$ cat config.mk
export PLATFORM = sky130hd
export DESIGN_NAME = imem_ctrl
export DESIGN_NICKNAME = d
export VERILOG_FILES = /design/src/rtl/imem_ctrl.sv
export SDC_FILE = /design/constraint.sdc
export NUM_CORES = 1
export LEC_CHECK = 0
export ABC_AREA = 0
export BUFFER_PORTS_ARGS = -buffer_cell sky130_fd_sc_hd__buf_2
export CAP_MARGIN = 30
export CORE_AREA = 3 3 122 124
export CTS_BUF_LIST = sky130_fd_sc_hd__clkbuf_8
export CTS_CLUSTER_DIAMETER = 150
export CTS_CLUSTER_SIZE = 25
export DETAILED_ROUTE_END_ITERATION = 12
export DIE_AREA = 0 0 125 127
export PLACE_DENSITY = 0.62
export SLEW_MARGIN = 10
export SYNTH_ARGS = -nofsm -noshare
export SYNTH_HDL_FRONTEND = slang
export SYNTH_SLANG_ARGS = --single-unit
export TNS_END_PERCENT = 30
$ cat constraint.sdc
create_clock -name clk -period 3.8 [get_ports clk]
set_input_delay 0.38 -clock clk [delete_from_list [all_inputs] [get_ports clk]]
set_output_delay 0.38 -clock clk [all_outputs]
set_load 0.005 [all_outputs]
$ cat src/rtl/imem_ctrl.sv
// Instruction memory controller: byte-serial program loader and word fetch port
// sharing one memory interface, arbitrated by a four-state FSM.
module imem_ctrl #(
  parameter int WIDTH = 32,
  parameter int DEPTH = 16
) (
  input  logic             clk,
  input  logic             rst,
  input  logic             f_req,
  input  logic [DEPTH-1:0] f_addr,
  output logic             f_gnt,
  output logic             f_rvalid,
  output logic [WIDTH-1:0] f_rdata,
  output logic             f_misalign,
  input  logic             ld_start,
  input  logic [DEPTH-1:0] ld_base,
  input  logic [DEPTH-1:0] ld_len,
  input  logic             ld_valid,
  input  logic [7:0]       ld_byte,
  output logic             ld_ready,
  output logic             ld_done,
  output logic             busy,
  output logic [DEPTH-1:0] m_addr,
  output logic [WIDTH-1:0] m_wdata,
  output logic             m_wr,
  output logic             m_rd,
  input  logic [WIDTH-1:0] m_rdata
);

  typedef enum logic [1:0] {IDLE, LOAD, FETCH, RESP} state_t;

  state_t           state, state_nxt;
  logic [DEPTH-1:0] ptr, cnt, faddr;
  logic             done_p1, mis_p1;
  logic             ld_acc, f_acc, byte_wr, last_byte, f_unaligned;

  // A load request wins over a fetch arriving in the same IDLE cycle.
  assign ld_acc      = (state == IDLE) && ld_start;
  assign f_acc       = (state == IDLE) && f_req && !ld_start;
  assign byte_wr     = (state == LOAD) && ld_valid;
  assign last_byte   = byte_wr && (cnt == DEPTH'(1));
  assign f_unaligned = (f_addr[1:0] != 2'b00);

  always_ff @(posedge clk) begin
    if (rst) state <= IDLE;
    else     state <= state_nxt;
  end

  always_comb begin
    state_nxt = state;
    case (state)
      IDLE: begin
        if (ld_acc) begin
          if (ld_len != '0) state_nxt = LOAD;
        end else if (f_acc && !f_unaligned) begin
          state_nxt = FETCH;
        end
      end
      LOAD:    if (last_byte) state_nxt = IDLE;
      FETCH:   state_nxt = RESP;
      RESP:    state_nxt = IDLE;
      default: state_nxt = IDLE;
    endcase
  end

  always_comb begin
    f_gnt      = f_acc;
    f_rvalid   = (state == RESP);
    f_misalign = mis_p1;
    ld_ready   = (state == LOAD);
    ld_done    = done_p1;
    busy       = (state != IDLE);
    m_wr       = byte_wr;
    m_rd       = (state == FETCH);
    m_addr     = '0;
    m_wdata    = '0;
    if (byte_wr) begin
      m_addr  = ptr;
      m_wdata = {{(WIDTH-8){1'b0}}, ld_byte};
    end else if (state == FETCH) begin
      m_addr = faddr;
    end
  end

  // Completion pulses are suppressed by reset so an aborted operation reports nothing.
  always_ff @(posedge clk) begin
    if (rst) begin
      done_p1 <= 1'b0;
      mis_p1  <= 1'b0;
    end else begin
      done_p1 <= (ld_acc && (ld_len == '0)) || last_byte;
      mis_p1  <= f_acc && f_unaligned;
    end
  end

  always_ff @(posedge clk) begin
    if (rst) begin
      ptr     <= '0;
      cnt     <= '0;
      faddr   <= '0;
      f_rdata <= '0;
    end else begin
      if (ld_acc) begin
        ptr <= ld_base;
        cnt <= ld_len;
      end else if (byte_wr) begin
        ptr <= ptr + DEPTH'(1);
        cnt <= cnt - DEPTH'(1);
      end
      if (f_acc) faddr <= f_addr;
      if (state == FETCH) f_rdata <= m_rdata;
    end
  end

endmodule
Yosys cells after proc, flatten, opt, wreduce, memory -nomap -nowiden
Cells that the tools add are included.
{"block": "totals", "memories": 0, "input_bits": 93, "ff_bits": 84, "wordCells": 46, "rom_bits": 0, "mem_bits_rw": 0, "latchBits": 0, "out_inout_bits": 88}
{"block": "op_classes", "n_eq_ne": 7, "div_mod_pow": 0, "reduce_logical": 18, "n_shift": 0, "order_cmp": 0, "addsub": 2, "n_mul": 0, "n_mux": 12, "n_bitwise": 0}
{"operator": "2-to-1 mux 16 bit", "n": 6}
{"operator": "adder 16 x 1 -> 16 bit (second input constant)", "n": 1}
{"operator": "== test 16 x 1 -> 1 bit (second input constant)", "n": 1}
{"operator": "logical NOT 16 bit", "n": 1}
{"operator": "nonzero test 16 bit", "n": 1}
{"operator": "subtractor 16 x 1 -> 16 bit (second input constant)", "n": 1}
{"operator": "logical AND 1 bit", "n": 8}
{"operator": "2-to-1 mux 2 bit", "n": 4}
{"operator": "2-to-1 mux 8 bit", "n": 1}
{"operator": "case mux 2 bit (4 select lines)", "n": 1}
{"operator": "!= test 3 x 2 -> 1 bit (second input constant)", "n": 2}
{"operator": "nonzero test 2 bit", "n": 3}
{"operator": "== test 2 bit (second input constant)", "n": 2}
{"operator": "AND reduction 3 bit", "n": 1}
{"operator": "== test 2 x 1 -> 1 bit (second input constant)", "n": 1}
{"operator": "logical NOT 1 bit", "n": 2}
{"operator": "logical NOT 2 bit", "n": 1}
{"operator": "!= test 2 x 1 -> 1 bit (second input constant)", "n": 1}
{"operator": "logical OR 1 bit", "n": 1}

Depth between registers and ports, before layout
{"block": "depth", "ltp_word": 7, "mapped_depth": 8}

Least setup slack after synthesis
Ideal clock, no wire load.
{"block": "synth_timing", "path_kind": "register to output", "startpoint": "register state[1]", "endpoint": "output f_gnt", "path_slack_ns": 1.995, "t_required_ns": 3.420, "path_stages_with_launch": 6, "n_path_buf": 2, "arrival_time_ns": 1.425, "cell_sequence": "dfxtp_1 > clkbuf_1 > or2_2 > nand3b_1 > clkinv_1 > buf_2"}
{"block": "synth_via", "elab_chain_cells": 3}
{"item": "start: declaration", "line": "32", "text": "state_t state, state_nxt;"}
{"item": "start signal: assignment", "line": "46", "text": "else state <= state_nxt;"}
{"item": "logical NOT 2 bit", "line": "39", "text": "assign f_acc = (state == IDLE) && f_req && !ld_start;"}
{"item": "logical AND 1 bit (2 in series)", "line": "39"}
{"item": "end: declaration", "line": "11", "text": "output logic f_gnt,"}
No other way between the ends.

Worst setup path after layout
{"block": "layout_timing", "startpoint": "register state[0]", "endpoint": "output m_addr[0]"}
{"block": "layout_via", "elab_chain_cells": 3}
{"item": "== test 2 bit or == test 2 x 1 -> 1 bit (tied branches)", "line": "80, 40"}
{"item": "2-to-1 mux 16 bit or logical AND 1 bit (tied branches)", "line": "80, 40"}
{"item": "2-to-1 mux 16 bit (*)", "line": "77", "text": "if (byte_wr) begin"}
{"item": "end: declaration", "line": "23", "text": "output logic [DEPTH-1:0] m_addr,"}
Every way passes the cells marked *; elsewhere a longest branch is shown, timed or not.

==> out/metrics.yaml <==
ioPinCount: 181
n_antenna_cell: 0
maxSlewViolCount: 0
post_cts_buffers: 0
setup_viol: 0
finalHoldViolations: 0
yosysSeqAreaShare: 0.4036
rrSetupSlack_ps: 1420
cp_top_family: "buffers and inverters"
wl_per_cell_um: 15.28
antenna_found_initial: 0
vias: 4273
min-delay-start: "f_addr[8]"
yosys_most_used_dff: "dfxtp_1"
clk_pin_slew_worst_paths_ps: 100
crit_buf_inv: 4
insertion_delay_ps: 370
design_area_um2: 5209
timing.fmax_mhz: 355.8
seqPwrFrac: 0.496
path_max_fanout: 33
slowest_stage: "dfxtp_1"
switching_share: 0.3072
port_buffers: 156
coreArea_um2: 13880
dp_hpwl_um: 9743
first_pass_iters: 4
cts_buffers: 9
placed_cell_area_um2: 5005
cts_tree: "built"
p_leak_uw: 0.002209
synth_seq_cells: 84
cts_sinks: 84
crit_chain: "inv_1, nand2_1, buf_4, inv_1, a22o_1, buf_2"
pwr-share-clk: 0.345
status: "complete, no violations"
nets: 777
p_switching_uw: 605.3
num_rows: 43
postSynth.asyncResetShare: 0
initial_core_util: 0.3002
drc: 0
grt_pass1_vias: 4041
htreeDepth: 3
rsz0062_at_grt: "false"
die_x_um: 125
holdPathStages: 3
gp_congestion: 0.8158
clockBufferDepth: 2
cts-root-buf: "clkbuf_8"
area_delta_synth_final_pct: 25.02
cp.required_ps: 3420
start_kind: "flip-flop"
reg2reg_depth: 5
antenna_left: 0
max_stage_delay_ps: 470
maxSlewHeadroom: 0.3882
synthesis.area_um2: 4166
path_class: "reg2out"
worst_slew_pin_slew_ps: 914.3
holdPathEnd: "faddr[8]"
fin_crit_ps: 2811
cp.arrival_ps: 2430
yosysWarnings: 0
end_kind: "primary output"
hp-class: "in2reg"
netlist_instances: 543
die_h_um: 127
synth_edf_count: 0
grt_max_degree: 56
routed_wl_um: 13230
dieArea_um2: 15880
p_int_uw: 1365
cts_hold_buf: 0
setup-tns-final_ps: 0
r2r_start: "state[1]"
comb_power_share: 0.159
maxCapViolations: 0
final_layout_size_suffix_gt1_frac: 0.2799
vias_per_cell: 4.934
synth.avg_cell_area_um2: 7.673
final.setup_skew_ps: 15.48
ctsResizeCount: 0
reg2reg_to: "ptr[14]"
overflow: 0
path_common_cell: "inv_1"
groute.usage.overall: 0.1615
ir_drop_v: 0.0001439
power_per_cell_area_nw_per_um2: 378.2
min_period_over_period: 0.7397
synth.distinct_cells: 58
grt_pass1_wl_um: 20760
drtIter0Drc: 253
==> synth_stat cells, drive strengths merged (2+ instances only) <==
cell type	count	area [µm²]
o211ai	5	37.54
nand3	10	50.05
ha	3	37.54
buf	29	202.7
nor4	14	108.9
or4	4	33.78
nor3	11	55.05
o21ai	15	75.07
a22o	16	140.1
a21oi	69	345.3
a22oi	9	67.56
or3	5	32.53
dfxtp	84	1682
nor3b	2	15.01
and3	2	12.51
nand2	122	457.9
clkbuf	31	116.4
and2	11	68.82
a32oi	2	17.52
inv	11	41.29
nand3b	3	26.27
nand4	12	90.09
a31oi	10	62.56
nor2	27	101.4
xnor2	5	43.79
a211oi	5	37.54
a21o	3	22.52
==> worst max path at each step <==
stage                         from        end  slack (ps)  cells past startpoint
after CTS                 state[0]  m_addr[0]         940                      6
after global placement    state[0]  m_addr[0]        1380                      6
after detailed placement  state[0]  m_addr[0]        1350                      6
after global routing      state[0]  m_addr[6]         750                      6
final                     state[0]  m_addr[0]         990                      6
after floorplan           state[1]      f_gnt        1990                      5
==> flip-flops by register name, summed over array words and instances, names as in the netlist <==
signal and cells:
state 2, ptr 16, cnt 16, ld_done 1, faddr 16, f_misalign 1, f_rdata 32
==> area by class of cell <==
class	instances	area (µm²)
multi-input combinational	410	2212
sequential	84	1682
inverter	12	45.04
clock buffer	9	123.9
clock inverter	7	80.08
tap	180	225.2
timing repair buffer	164	840.8
fill	1518	8672
==> power by group through the flow <==
stage               Sequential, µW  Combinational [µW]  Clock (µW)
global route                   984                 353         741
CTS                            977                 314         700
detailed placement             997                 313           0
floorplan                      978                 216           0
global placement               998                 313           0
finish                         977                 313         680
==> logic make-up (layout without fill, tap and decap cells) <==
family,Yosys count,count (layout),share of synthesized area
simple gates,229,229,0.2634
flops,84,84,0.4036
mux,2,2,0.005105
other cells,1,24,0.0009000
fa+ha+maj,3,3,0.009010
buf+inv,72,192,0.08739
xor+xnor,5,5,0.01051
compound gates,147,147,0.2201
==> stage by stage <==
stage	hold slack [ps]	setup slack, ps	util	instances	power, µW
floorplan	436.6	1995	-	566	1193
global placement	439.1	1380	0.3606	850	1311
detailed placement	443.2	1354	0.3606	850	1310
CTS	210.7	943.9	0.3752	866	1991
global route	206.3	747.6	0.3752	866	2078
finish	232.7	989.3	0.3752	866	1970
==> worst reg2reg max path, cell delays in order, from the launching register on <==
cell	delay, ps
dfxtp_1	410
nand3b_2	260
inv_1	560
nor2_1	430
a22o_1	280
a221o_1	340
==> layout by cell type (no fill, tap or decap), types with 10 or more instances in the layout <==
cell / count
buf_2: 156
nand2_1: 122
dfxtp_1: 84
a21oi_1: 69
nor2_1: 27
conb_1: 24
a22o_1: 16
o21ai_0: 15
nor4_1: 12
inv_1: 11
and2_1: 11
nor3_1: 11
nand4_1: 11
nand3_1: 10
a31oi_1: 10
==> metal layers <==
metal / GRT usage / up-vias / share of wire
met5: 0 / - / 0
met3: 0.03972 / 22 / 0.071
met4: 0.06441 / 0 / 0.026
li1: - / 2138 / -
met1: 0.2130 / 1968 / 0.44
met2: 0.2553 / 145 / 0.46
Note: power is estimated with default switching activity, not from simulation.
